File: src/rtl/axi_lite_arbiter_pkg.sv
// Shared AXI4-Lite definitions for the core's bus fabric.
//   RESP_OKAY   : AXI "OKAY" response code
//   arb_state_e : arbiter FSM states (2-bit, IDLE = 0)
package npc_axi_pkg;

  localparam logic [1:0] RESP_OKAY = 2'b00;

  typedef enum logic [1:0] {
    ARB_IDLE = 2'd0,
    ARB_RD0  = 2'd1,
    ARB_RD1  = 2'd2,
    ARB_WR1  = 2'd3
  } arb_state_e;

endpackage

File: src/rtl/axi_lite_arbiter_if.sv
// AXI4-Lite bundle (AR, R, AW, W, B channels).
//   modport master : drives requests and response readies
//   modport slave  : drives request readies and responses
interface axi_lite_arbiter_if #(
  parameter int AW = 32,
  parameter int DW = 32
);

  logic          arvalid;
  logic          arready;
  logic [AW-1:0] araddr;
  logic          rvalid;
  logic          rready;
  logic [DW-1:0] rdata;
  logic [1:0]    rresp;
  logic          awvalid;
  logic          awready;
  logic [AW-1:0] awaddr;
  logic          wvalid;
  logic          wready;
  logic [DW-1:0] wdata;
  logic [3:0]    wstrb;
  logic          bvalid;
  logic          bready;
  logic [1:0]    bresp;

  modport master (
    output arvalid, araddr, rready, awvalid, awaddr, wvalid, wdata, wstrb, bready,
    input  arready, rvalid, rdata, rresp, awready, wready, bvalid, bresp
  );

  modport slave (
    input  arvalid, araddr, rready, awvalid, awaddr, wvalid, wdata, wstrb, bready,
    output arready, rvalid, rdata, rresp, awready, wready, bvalid, bresp
  );

endinterface

File: src/rtl/axi_lite_arbiter_rr2.sv
// Two-requester round-robin picker.
//   clk, rst : clock, synchronous active-high reset
//   req[1:0] : request per requester
//   en       : arbitration enabled this cycle
//   gnt[1:0] : one-hot grant (combinational), all-zero when nothing granted
// `last` remembers the most recent winner; it resets to 1 so requester 0
// wins the first tie.
module arb_rr2 (
  input  logic       clk,
  input  logic       rst,
  input  logic [1:0] req,
  input  logic       en,
  output logic [1:0] gnt
);

  logic last;

  always_comb begin
    // NOTE: assign a default before the case so no path leaves gnt unassigned, which would infer a latch.
    gnt = 2'b00;
    if (en) begin
      case (req)
        2'b01:   gnt = 2'b01;
        2'b10:   gnt = 2'b10;
        2'b11:   gnt = last ? 2'b01 : 2'b10;
        default: gnt = 2'b00;
      endcase
    end
  end

  // NOTE: state registers use non-blocking assignments so every flop samples pre-edge values.
  always_ff @(posedge clk) begin
    if (rst)       last <= 1'b1;
    else if (|gnt) last <= gnt[1];
  end

endmodule

File: src/rtl/axi_lite_arbiter.sv
// Two-master, one-slave AXI4-Lite arbiter, one transaction in flight.
//   clk, rst : clock, synchronous active-high reset
//   m0       : IFU port (read-only; its write channels are never granted)
//   m1       : LSU port (read and write)
//   s        : shared slave port
// In IDLE the round-robin picker chooses a master; the chosen master's
// channels are then wired straight through to the slave until the response
// handshake, after which the FSM returns to IDLE.
module axi_lite_arbiter
  import npc_axi_pkg::*;
#(
  parameter int AW = 32,
  parameter int DW = 32
) (
  input logic              clk,
  input logic              rst,
  axi_lite_arbiter_if.slave  m0,
  axi_lite_arbiter_if.slave  m1,
  axi_lite_arbiter_if.master s
);

  arb_state_e    state;
  logic [1:0]    req;
  logic [1:0]    gnt;
  logic          m1_wr_req;
  logic [AW-1:0] rd_addr_sel;

  // Any write-side activity from m1 wins over its read.
  assign m1_wr_req = m1.awvalid | m1.wvalid;
  assign req       = {m1.arvalid | m1_wr_req, m0.arvalid};

  arb_rr2 u_rr (
    .clk (clk),
    .rst (rst),
    .req (req),
    .en  (state == ARB_IDLE),
    .gnt (gnt)
  );

  always_ff @(posedge clk) begin
    if (rst) begin
      state <= ARB_IDLE;
    end else begin
      case (state)
        ARB_IDLE: begin
          if (gnt[0])      state <= ARB_RD0;
          else if (gnt[1]) state <= m1_wr_req ? ARB_WR1 : ARB_RD1;
        end
        ARB_RD0, ARB_RD1: if (s.rvalid && s.rready) state <= ARB_IDLE;
        ARB_WR1:          if (s.bvalid && s.bready) state <= ARB_IDLE;
        default:          state <= ARB_IDLE;
      endcase
    end
  end

  // Address/data/strobe follow m0 only while m0 owns the bus; otherwise m1.
  assign rd_addr_sel = (state == ARB_RD0) ? m0.araddr : m1.araddr;

  always_comb begin
    m0.arready = 1'b0;
    m0.rvalid  = 1'b0;
    m0.rdata   = {DW{1'b0}};
    m0.rresp   = RESP_OKAY;
    m0.awready = 1'b0;
    m0.wready  = 1'b0;
    m0.bvalid  = 1'b0;
    m0.bresp   = RESP_OKAY;
    m1.arready = 1'b0;
    m1.rvalid  = 1'b0;
    m1.rdata   = {DW{1'b0}};
    m1.rresp   = RESP_OKAY;
    m1.awready = 1'b0;
    m1.wready  = 1'b0;
    m1.bvalid  = 1'b0;
    m1.bresp   = RESP_OKAY;
    s.arvalid  = 1'b0;
    s.rready   = 1'b0;
    s.awvalid  = 1'b0;
    s.wvalid   = 1'b0;
    s.bready   = 1'b0;
    s.araddr   = rd_addr_sel;
    s.awaddr   = m1.awaddr;
    s.wdata    = m1.wdata;
    s.wstrb    = m1.wstrb;
    case (state)
      ARB_RD0: begin
        s.awaddr   = m0.awaddr;
        s.wdata    = m0.wdata;
        s.wstrb    = m0.wstrb;
        s.arvalid  = m0.arvalid;
        m0.arready = s.arready;
        m0.rvalid  = s.rvalid;
        m0.rdata   = s.rdata;
        m0.rresp   = s.rresp;
        s.rready   = m0.rready;
      end
      ARB_RD1: begin
        s.arvalid  = m1.arvalid;
        m1.arready = s.arready;
        m1.rvalid  = s.rvalid;
        m1.rdata   = s.rdata;
        m1.rresp   = s.rresp;
        s.rready   = m1.rready;
      end
      ARB_WR1: begin
        // AW and W pass independently; the slave joins them.
        s.awvalid  = m1.awvalid;
        m1.awready = s.awready;
        s.wvalid   = m1.wvalid;
        m1.wready  = s.wready;
        m1.bvalid  = s.bvalid;
        m1.bresp   = s.bresp;
        s.bready   = m1.bready;
      end
      default: ;
    endcase
  end

endmodule
File: src/flat_wrapper.sv
// flat-port wrapper written by rule: the top's interface ports become plain ports
module axi_lite_arbiter_flat import npc_axi_pkg::*;
#(
  parameter int AW = 32,
  parameter int DW = 32
)
  (clk, rst, m0_arvalid, m0_araddr, m0_rready, m0_awvalid, m0_awaddr, m0_wvalid, m0_wdata, m0_wstrb, m0_bready, m0_arready, m0_rvalid, m0_rdata, m0_rresp, m0_awready, m0_wready, m0_bvalid, m0_bresp, m1_arvalid, m1_araddr, m1_rready, m1_awvalid, m1_awaddr, m1_wvalid, m1_wdata, m1_wstrb, m1_bready, m1_arready, m1_rvalid, m1_rdata, m1_rresp, m1_awready, m1_wready, m1_bvalid, m1_bresp, s_arvalid, s_araddr, s_rready, s_awvalid, s_awaddr, s_wvalid, s_wdata, s_wstrb, s_bready, s_arready, s_rvalid, s_rdata, s_rresp, s_awready, s_wready, s_bvalid, s_bresp);
  axi_lite_arbiter_if #(.AW(AW), .DW(DW)) m0_i ();
  axi_lite_arbiter_if #(.AW(AW), .DW(DW)) m1_i ();
  axi_lite_arbiter_if #(.AW(AW), .DW(DW)) s_i ();
  input logic clk;
  input logic rst;
  input wire logic [$bits(m0_i.arvalid)-1:0] m0_arvalid;
  input wire logic [$bits(m0_i.araddr)-1:0] m0_araddr;
  input wire logic [$bits(m0_i.rready)-1:0] m0_rready;
  input wire logic [$bits(m0_i.awvalid)-1:0] m0_awvalid;
  input wire logic [$bits(m0_i.awaddr)-1:0] m0_awaddr;
  input wire logic [$bits(m0_i.wvalid)-1:0] m0_wvalid;
  input wire logic [$bits(m0_i.wdata)-1:0] m0_wdata;
  input wire logic [$bits(m0_i.wstrb)-1:0] m0_wstrb;
  input wire logic [$bits(m0_i.bready)-1:0] m0_bready;
  output wire logic [$bits(m0_i.arready)-1:0] m0_arready;
  output wire logic [$bits(m0_i.rvalid)-1:0] m0_rvalid;
  output wire logic [$bits(m0_i.rdata)-1:0] m0_rdata;
  output wire logic [$bits(m0_i.rresp)-1:0] m0_rresp;
  output wire logic [$bits(m0_i.awready)-1:0] m0_awready;
  output wire logic [$bits(m0_i.wready)-1:0] m0_wready;
  output wire logic [$bits(m0_i.bvalid)-1:0] m0_bvalid;
  output wire logic [$bits(m0_i.bresp)-1:0] m0_bresp;
  input wire logic [$bits(m1_i.arvalid)-1:0] m1_arvalid;
  input wire logic [$bits(m1_i.araddr)-1:0] m1_araddr;
  input wire logic [$bits(m1_i.rready)-1:0] m1_rready;
  input wire logic [$bits(m1_i.awvalid)-1:0] m1_awvalid;
  input wire logic [$bits(m1_i.awaddr)-1:0] m1_awaddr;
  input wire logic [$bits(m1_i.wvalid)-1:0] m1_wvalid;
  input wire logic [$bits(m1_i.wdata)-1:0] m1_wdata;
  input wire logic [$bits(m1_i.wstrb)-1:0] m1_wstrb;
  input wire logic [$bits(m1_i.bready)-1:0] m1_bready;
  output wire logic [$bits(m1_i.arready)-1:0] m1_arready;
  output wire logic [$bits(m1_i.rvalid)-1:0] m1_rvalid;
  output wire logic [$bits(m1_i.rdata)-1:0] m1_rdata;
  output wire logic [$bits(m1_i.rresp)-1:0] m1_rresp;
  output wire logic [$bits(m1_i.awready)-1:0] m1_awready;
  output wire logic [$bits(m1_i.wready)-1:0] m1_wready;
  output wire logic [$bits(m1_i.bvalid)-1:0] m1_bvalid;
  output wire logic [$bits(m1_i.bresp)-1:0] m1_bresp;
  output wire logic [$bits(s_i.arvalid)-1:0] s_arvalid;
  output wire logic [$bits(s_i.araddr)-1:0] s_araddr;
  output wire logic [$bits(s_i.rready)-1:0] s_rready;
  output wire logic [$bits(s_i.awvalid)-1:0] s_awvalid;
  output wire logic [$bits(s_i.awaddr)-1:0] s_awaddr;
  output wire logic [$bits(s_i.wvalid)-1:0] s_wvalid;
  output wire logic [$bits(s_i.wdata)-1:0] s_wdata;
  output wire logic [$bits(s_i.wstrb)-1:0] s_wstrb;
  output wire logic [$bits(s_i.bready)-1:0] s_bready;
  input wire logic [$bits(s_i.arready)-1:0] s_arready;
  input wire logic [$bits(s_i.rvalid)-1:0] s_rvalid;
  input wire logic [$bits(s_i.rdata)-1:0] s_rdata;
  input wire logic [$bits(s_i.rresp)-1:0] s_rresp;
  input wire logic [$bits(s_i.awready)-1:0] s_awready;
  input wire logic [$bits(s_i.wready)-1:0] s_wready;
  input wire logic [$bits(s_i.bvalid)-1:0] s_bvalid;
  input wire logic [$bits(s_i.bresp)-1:0] s_bresp;
  assign m0_i.arvalid = m0_arvalid;
  assign m0_i.araddr = m0_araddr;
  assign m0_i.rready = m0_rready;
  assign m0_i.awvalid = m0_awvalid;
  assign m0_i.awaddr = m0_awaddr;
  assign m0_i.wvalid = m0_wvalid;
  assign m0_i.wdata = m0_wdata;
  assign m0_i.wstrb = m0_wstrb;
  assign m0_i.bready = m0_bready;
  assign m0_arready = m0_i.arready;
  assign m0_rvalid = m0_i.rvalid;
  assign m0_rdata = m0_i.rdata;
  assign m0_rresp = m0_i.rresp;
  assign m0_awready = m0_i.awready;
  assign m0_wready = m0_i.wready;
  assign m0_bvalid = m0_i.bvalid;
  assign m0_bresp = m0_i.bresp;
  assign m1_i.arvalid = m1_arvalid;
  assign m1_i.araddr = m1_araddr;
  assign m1_i.rready = m1_rready;
  assign m1_i.awvalid = m1_awvalid;
  assign m1_i.awaddr = m1_awaddr;
  assign m1_i.wvalid = m1_wvalid;
  assign m1_i.wdata = m1_wdata;
  assign m1_i.wstrb = m1_wstrb;
  assign m1_i.bready = m1_bready;
  assign m1_arready = m1_i.arready;
  assign m1_rvalid = m1_i.rvalid;
  assign m1_rdata = m1_i.rdata;
  assign m1_rresp = m1_i.rresp;
  assign m1_awready = m1_i.awready;
  assign m1_wready = m1_i.wready;
  assign m1_bvalid = m1_i.bvalid;
  assign m1_bresp = m1_i.bresp;
  assign s_arvalid = s_i.arvalid;
  assign s_araddr = s_i.araddr;
  assign s_rready = s_i.rready;
  assign s_awvalid = s_i.awvalid;
  assign s_awaddr = s_i.awaddr;
  assign s_wvalid = s_i.wvalid;
  assign s_wdata = s_i.wdata;
  assign s_wstrb = s_i.wstrb;
  assign s_bready = s_i.bready;
  assign s_i.arready = s_arready;
  assign s_i.rvalid = s_rvalid;
  assign s_i.rdata = s_rdata;
  assign s_i.rresp = s_rresp;
  assign s_i.awready = s_awready;
  assign s_i.wready = s_wready;
  assign s_i.bvalid = s_bvalid;
  assign s_i.bresp = s_bresp;
  axi_lite_arbiter #(.AW(AW), .DW(DW)) u_core (.clk(clk), .rst(rst), .m0(m0_i), .m1(m1_i), .s(s_i));
endmodule
File: config.mk
export PLATFORM = sky130hd
export DESIGN_NAME = axi_lite_arbiter_flat
export DESIGN_NICKNAME = d
export VERILOG_FILES = /design/src/rtl/axi_lite_arbiter_pkg.sv /design/src/rtl/axi_lite_arbiter_if.sv /design/src/rtl/axi_lite_arbiter_rr2.sv /design/src/rtl/axi_lite_arbiter.sv /design/src/flat_wrapper.sv
export SDC_FILE = /design/constraint.sdc
export NUM_CORES = 1
export LEC_CHECK = 0
export ABC_AREA = 1
export CAP_MARGIN = 20
export CORE_AREA = 2 2 173 175
export CTS_CLUSTER_SIZE = 24
export DETAILED_ROUTE_END_ITERATION = 12
export DIE_AREA = 0 0 175 177
export SKIP_CTS_REPAIR_TIMING = 1
export SLEW_MARGIN = 20
export SYNTH_ARGS = -nofsm -noshare
export SYNTH_HDL_FRONTEND = slang
export SYNTH_SLANG_ARGS = --single-unit
File: constraint.sdc
create_clock -name clk -period 2.5 [get_ports clk]
set_input_delay 0.5 -clock clk [delete_from_list [all_inputs] [get_ports clk]]
set_output_delay 0.5 -clock clk [all_outputs]
set_load 0.02 [all_outputs]
==> results of run 1 <==
-- worst max-delay path, delay by kind of cell (launching register included) --
family                     cells  cell delay [ns]
DFF                            1             0.30
adders and majority gates      1             0.15
buffers and inverters          3             0.86
muxes                          1             0.33
-- flip-flops by register name, indices dropped and copies added, names as in the netlist --
signal / flops
u_core.state: 2
u_core.u_rr.last: 1
-- how the worst min path moves through the flow --
| stage | startpoint | to | slack, ns | cells after the start |
|---|---|---|---|---|
| after floorplan | u_core.u_rr.last | u_core.u_rr.last | 0.43 | 2 |
| after global placement | u_core.u_rr.last | u_core.u_rr.last | 0.45 | 2 |
| after detailed placement | u_core.u_rr.last | u_core.u_rr.last | 0.47 | 2 |
| after CTS | u_core.u_rr.last | u_core.u_rr.last | 0.47 | 2 |
| after global routing | u_core.u_rr.last | u_core.u_rr.last | 0.50 | 2 |
| final | u_core.u_rr.last | u_core.u_rr.last | 0.47 | 2 |
-- cells by family after synthesis --
group	share of synthesized area, %
fa+ha+maj	2.33
compound gates	1.21
simple gates	14.9
other cells	0.140
mux	56.0
buf+inv	23.2
flops	2.24
-- routing by layer --
layer / vias up / GRT usage, % / part of all wire [%]
li1: 1876 / - / -
met1: 1793 / 14.6 / 43
met2: 215 / 19.2 / 49
met3: 5 / 2.81 / 8.1
met4: 0 / 0.521 / 0.26
met5: - / 0 / 0
-- power by group through the flow --
stage,registers [mW],clock network [mW],logic (mW)
after floorplan,0.0773,0,2.81
after global placement,0.0780,0,4.94
after detailed placement,0.0789,0,4.92
after CTS,0.0784,0.261,4.97
after global routing,0.0811,0.267,5.13
final,0.0783,0.256,4.87
-- cell type report --
type	instances	share of cell area, %
Tap cell	390	6.14
Clock buffer	4	0.992
Sequential cell	3	0.756
Inverter	87	4.11
Timing Repair Buffer	457	62.3
Multi-Input combinational cell	221	25.7
-- cells in the final DEF, fill, tap and decap left out --
| cell | instances |
|---|---|
| buf_4 | 33 |
| nand4_1 | 1 |
| clkdlybuf4s50_1 | 266 |
| nand3_1 | 2 |
| ha_2 | 2 |
| ha_4 | 2 |
| nand2_1 | 97 |
| dlymetal6s2s_1 | 151 |
| clkbuf_16 | 4 |
| conb_1 | 5 |
| ha_1 | 1 |
| clkbuf_1 | 1 |
| mux2_4 | 100 |
| o21ai_0 | 2 |
| inv_1 | 87 |
| dfxtp_1 | 3 |
| a21oi_1 | 3 |
| buf_12 | 6 |
| nor2_1 | 5 |
| a21boi_0 | 1 |
-- Yosys cell counts --
cell type  count
mux2_4       100
nand2_1       97
inv_1         87
buf_12        10
buf_2          9
buf_4          5
ha_1           5
nor2_1         5
a21oi_1        3
dfxtp_1        3
nand3_1        2
o21ai_0        2
a21boi_0       1
buf_6          1
conb_1         1
nand4_1        1
-- metrics by stage --
step	setup TNS, ns	area [µm²]	power [mW]	worst slack, ns	utilization [%]
global placement	0	7420	5.02	0.0370	25.4
detailed placement	0	7420	5.00	0.0310	25.4
floorplan	0	2700	2.89	0.722	-
global route	0	7940	5.48	0.0525	27.2
finish	0	7940	5.20	0.102	27.2
CTS	-15.71	7490	5.31	-0.216	25.6
==> metrics.csv, run 1 <==
stage;metric;value;unit
layout;fillerInstances;3101;
synthesis;synth_top_area_share;56.0;%
power;seqPwrFrac;1.5;%
detailed_routing;dr.pass1.iters;4;
timing;skew;0.000722;ns
layout;layout.cells.non_filler;1162;
place;dp.cells;1155;
critical_path;endpoint_kind;output port;
grt;grt_max_degree;37;
layout;multiInputGateArea;2040;µm²
power;p_clk_share;4.9;%
synthesis;synth_top_cell_by_area;mux2_4;
run;max_cap_violations;0;
detailed_routing;drt_iter0_drc;92;
detailed_routing;ant_nets;0;
power;power_leakage;5.51;nW
clock_tree;cts_tree;yes;
detailed_routing;wirelength;19400;µm
critical_path;endpoint;s_wdata[22];
power;switchingPower;2.39;mW
grt;grt_overflow;0;
power;peakVddDrop;343;µV
critical_path;r2r_end;u_core.state[0];
die;die_h;177;µm
die;start_util;9.16;%
timing;holdWs;0.471;ns
hold_path;hp-class;register to register;
synthesis;avgSynthCellArea;8.07;µm²
critical_path;crit_slowest_cell;clkdlybuf4s50_1;
synthesis;ys_top_cells_by_area;mux2_4, nand2_1, inv_1, buf_12, ha_1;
synthesis;synth_warnings;0;
place;place_hpwl;16500;µm
critical_path;cp-startpoint;u_core.state[1];
layout;diodes;0;
clock_tree;path_clk_slew;0.03;ns
place;gp_congestion;0.820;
clock_tree;clk_latency;0.22;ns
synthesis;synth_seq_cells;3;
die;io_pins;440;
timing;slew_viol_final;0;
critical_path;worstPathCellList;inv_1 -> ha_4 -> buf_12 -> mux2_4 -> clkdlybuf4s50_1;
critical_path;rr_worst_depth;10;
detailed_routing;drc;0;
clock_tree;cts.sinks;3;
die;die_area;31000;µm²
synthesis;ys_types;16;
timing;rsz0062_at_grt;false;
critical_path;worst_setup_path_start_kind;register;
critical_path;critPathMaxFanout;19;
critical_path;timing.rr.start;u_core.state[0];
timing;post-route-period-util;95.9;%
layout;seqCellArea;60.1;µm²
die;core_area;29200;µm²
layout;syn_to_final_growth;196;%
synthesis;synthCells;332;
layout;nNetsFinal;1031;
timing;finalSetupViolCount;0;
die;die_w;175;µm
detailed_routing;vias;3889;
power;pwr-share-comb;93.6;%
clock_tree;clockBufferDepth;2;
clock_tree;clockRootBuffer;clkbuf_16;
clock_tree;cts_buffers;3;
outcome;status;completed;
grt;grt_pass1_wl;25600;µm
grt;antenna_found_initial;0;
timing;hold_viol_final;0;
detailed_routing;vias_per_cell;3.35;
critical_path;critPathRequiredTime;2.00;ns
clock_tree;cts-htree-levels;1;
detailed_routing;wire_per_inst;16.7;µm
timing;period_needed;2.40;ns
critical_path;reg2reg_slack;1.01;ns
place;port_buffers;431;
critical_path;crit_arrival;1.90;ns
synthesis;synth_area;2680;µm²
grt;grt_use_total;11.1;%
power;power_per_cell_area;655;nW/µm²
critical_path;slowest_delay;0.58;ns
grt;grt_pass1_vias;3883;
timing;max_freq;417;MHz
layout;drive_above_1_share;19.0;%
power;internal_power;2.81;mW
critical_path;worstSetupPathType;register to output port;
power;p_sw_share;46.0;%
synthesis;ys_seq_area_share;2.24;%
die;num_rows;63;
No activity file was read; power rests on OpenSTA's default activity.
==> inputs of run 2 (changes only) <==
- HOLD_SLACK_MARGIN: default -> 0.12
==> results of run 2 <==
No change in the layout: final DEF, timing and power equal those of run 1.
==> inputs of run 3 (changes only) <==
- CORE_AREA: 2 2 173 175 -> 4 4 170 172
- DIE_AREA: 0 0 175 177 -> 0 0 174 176
==> run 3 against run 2 <==
  * Sequential share of layout area about the same
  * Core utilization up 1.4 points
  * Routed wire length down 2.2%
  * Critical path type unchanged
  * Critical endpoint is now m1_rdata[3]
==> metrics.csv, run 3 (synthesized netlist as in run 1, its figures left out) <==
stage;metric;value;unit;change
die;die_area;30600;µm²;-1.1%
clock_tree;cts_buffers;3;;unchanged
power;p_sw_share;45.5;%;-0.52 points
critical_path;endpoint;m1_rdata[3];;
clock_tree;path_clk_slew;0.03;ns;about the same
clock_tree;cts.sinks;3;;unchanged
die;io_pins;440;;unchanged
timing;skew;0.00134;ns;+0.000615 ns
power;switchingPower;2.36;mW;-1.5%
critical_path;critPathRequiredTime;2.00;ns;about the same
grt;grt_pass1_vias;3934;;+1.3%
power;internal_power;2.82;mW;+0.57%
grt;grt_pass1_wl;26000;µm;+1.3%
place;place_hpwl;16200;µm;-1.9%
place;port_buffers;431;;unchanged
die;start_util;9.75;%;+0.59 points
critical_path;r2r_end;u_core.state[1];;
die;core_area;27500;µm²;-6.0%
layout;diodes;0;;unchanged
grt;grt_overflow;0;;unchanged
place;gp_congestion;0.795;;-3.1%
critical_path;slowest_delay;0.60;ns;+0.02 ns
layout;drive_above_1_share;17.8;%;-1.2 points
critical_path;reg2reg_slack;0.84;ns;-0.17 ns
timing;max_freq;409;MHz;-1.9%
timing;hold_viol_final;0;;unchanged
detailed_routing;wire_per_inst;17.0;µm;+1.9%
power;seqPwrFrac;1.5;%;about the same
timing;holdWs;0.457;ns;-0.0149 ns
power;power_per_cell_area;661;nW/µm²;+0.85%
layout;layout_commonest_cell;clkdlybuf4s50_1;;
detailed_routing;drt_iter0_drc;104;;+13%
power;total_power;5.18;mW;-0.39%
clock_tree;clockRootBuffer;clkbuf_16;;
detailed_routing;dr.pass1.iters;4;;unchanged
critical_path;crit_slowest_cell;clkdlybuf4s50_1;;
critical_path;critPathMostFrequentCell;inv_1;;
detailed_routing;ant_nets;0;;unchanged
timing;period_needed;2.44;ns;+0.0463 ns
layout;top_register;u_core.state;;
layout;largest_register_ffs;2;;unchanged
critical_path;endpoint_kind;output port;;
timing;totalNegativeSetupSlack;0;ns;unchanged
clock_tree;cts_tree;yes;;
die;num_rows;61;;-3.2%
critical_path;crit_arrival;1.94;ns;+0.04 ns
hold_path;hp-class;register to register;;
power;p_clk_share;5.0;%;about the same
timing;post-route-period-util;97.8;%;+1.9 points
run;max_cap_violations;0;;unchanged
critical_path;worstSetupPathType;register to output port;;
critical_path;critPathMaxFanout;35;;+16
critical_path;worst_setup_path_start_kind;register;;
power;pwr-share-comb;93.5;%;about the same
detailed_routing;wirelength;19000;µm;-2.2%
clock_tree;clk_latency;0.22;ns;about the same
grt;grt_use_total;10.9;%;-0.18 points
layout;layout_common_cells;clkdlybuf4s50_1, dlymetal6s2s_1, mux2_4, nand2_1, inv_1;;
timing;finalSetupViolCount;0;;unchanged
detailed_routing;drc;0;;unchanged
critical_path;rr_worst_depth;11;;+1
grt;grt_max_degree;37;;unchanged
layout;reg.largest.list;u_core.state x2, u_core.u_rr.last x1;;
power;power_leakage;5.19;nW;-5.9%
critical_path;cp-startpoint;u_core.state[0];;
layout;syn_to_final_growth;193;%;
detailed_routing;vias_per_cell;3.40;;+1.7%
critical_path;worstPathCellList;buf_4 -> inv_1 -> ha_1 -> buf_12 -> nand2_1 -> inv_1 -> clkdlybuf4s50_1;;
power;peakVddDrop;295;µV;-14%
grt;antenna_found_initial;0;;unchanged
die;die_w;174;µm;-0.57%
critical_path;timing.rr.start;u_core.state[0];;
die;die_h;176;µm;-0.56%
timing;slew_viol_final;0;;unchanged
clock_tree;cts-htree-levels;1;;unchanged
layout;nNetsFinal;1028;;-0.29%
clock_tree;clockBufferDepth;2;;unchanged
detailed_routing;vias;3794;;-2.4%
outcome;status;completed;;
run 3: changes by cell type in the layout (fill, tap and decap cells not counted):
cell / before / now
ha_1: 1 / 3
clkdlybuf4s50_1: 266 / 287
buf_4: 33 / 24
dlymetal6s2s_1: 151 / 135
buf_12: 6 / 7
ha_2: 2 / 0
run 3: power groups by stage:
stage          sequential, mW  combinational, mW  clock (mW)
2_1_floorplan          0.0773               2.81           0
3_3_place_gp           0.0776               4.88           0
3_5_place_dp           0.0790               4.87           0
4_1_cts                0.0783               4.91       0.262
5_1_grt                0.0800               5.10       0.266
6_report               0.0778               4.85       0.257
run 3: per-layer routing:
layer	track usage [%]	wire (µm)	part of all wire [%]
met1	13.3	7840	41
met2	19.5	9250	49
met3	3.43	1610	8.5
met4	1.39	262	1.4
met5	0	0	0
run 3: metrics by stage:
step / util (%) / instances / worst slack, ns / cell area, µm²
after floorplan: - / 336 / 0.722 / 2700
after global placement: 26.8 / 1108 / 0.106 / 7350
after detailed placement: 26.8 / 1108 / 0.0699 / 7350
after CTS: 27.0 / 1112 / -0.179 / 7430
after global routing: 28.6 / 1115 / -0.0113 / 7850
final: 28.6 / 1115 / 0.0559 / 7850
run 3: layout make-up:
cell class | count | area [µm²]
fillers | 2928 | 19600
repair buffers | 454 | 4910
multi-input cells | 221 | 2040
well taps | 346 | 433
inverters | 87 | 327
clock buffers | 4 | 78.8
flip-flops and latches | 3 | 60.1
run 3: worst min-delay path by stage:
stage                     start               end  slack, ns  cells past startpoint
3_5_place_dp   u_core.u_rr.last  u_core.u_rr.last       0.45                      2
2_1_floorplan  u_core.u_rr.last  u_core.u_rr.last       0.43                      2
4_1_cts        u_core.u_rr.last  u_core.u_rr.last       0.46                      2
6_report       u_core.u_rr.last  u_core.u_rr.last       0.46                      2
3_3_place_gp   u_core.u_rr.last  u_core.u_rr.last       0.45                      2
5_1_grt        u_core.u_rr.last  u_core.u_rr.last       0.49                      2
run 3: critical path, delay by kind of cell (launching register included):
family                     cells  cell delay, ns
DFF                            1            0.33
buffers and inverters          5            1.11
and+or+nand+nor                1            0.08
adders and majority gates      1            0.20
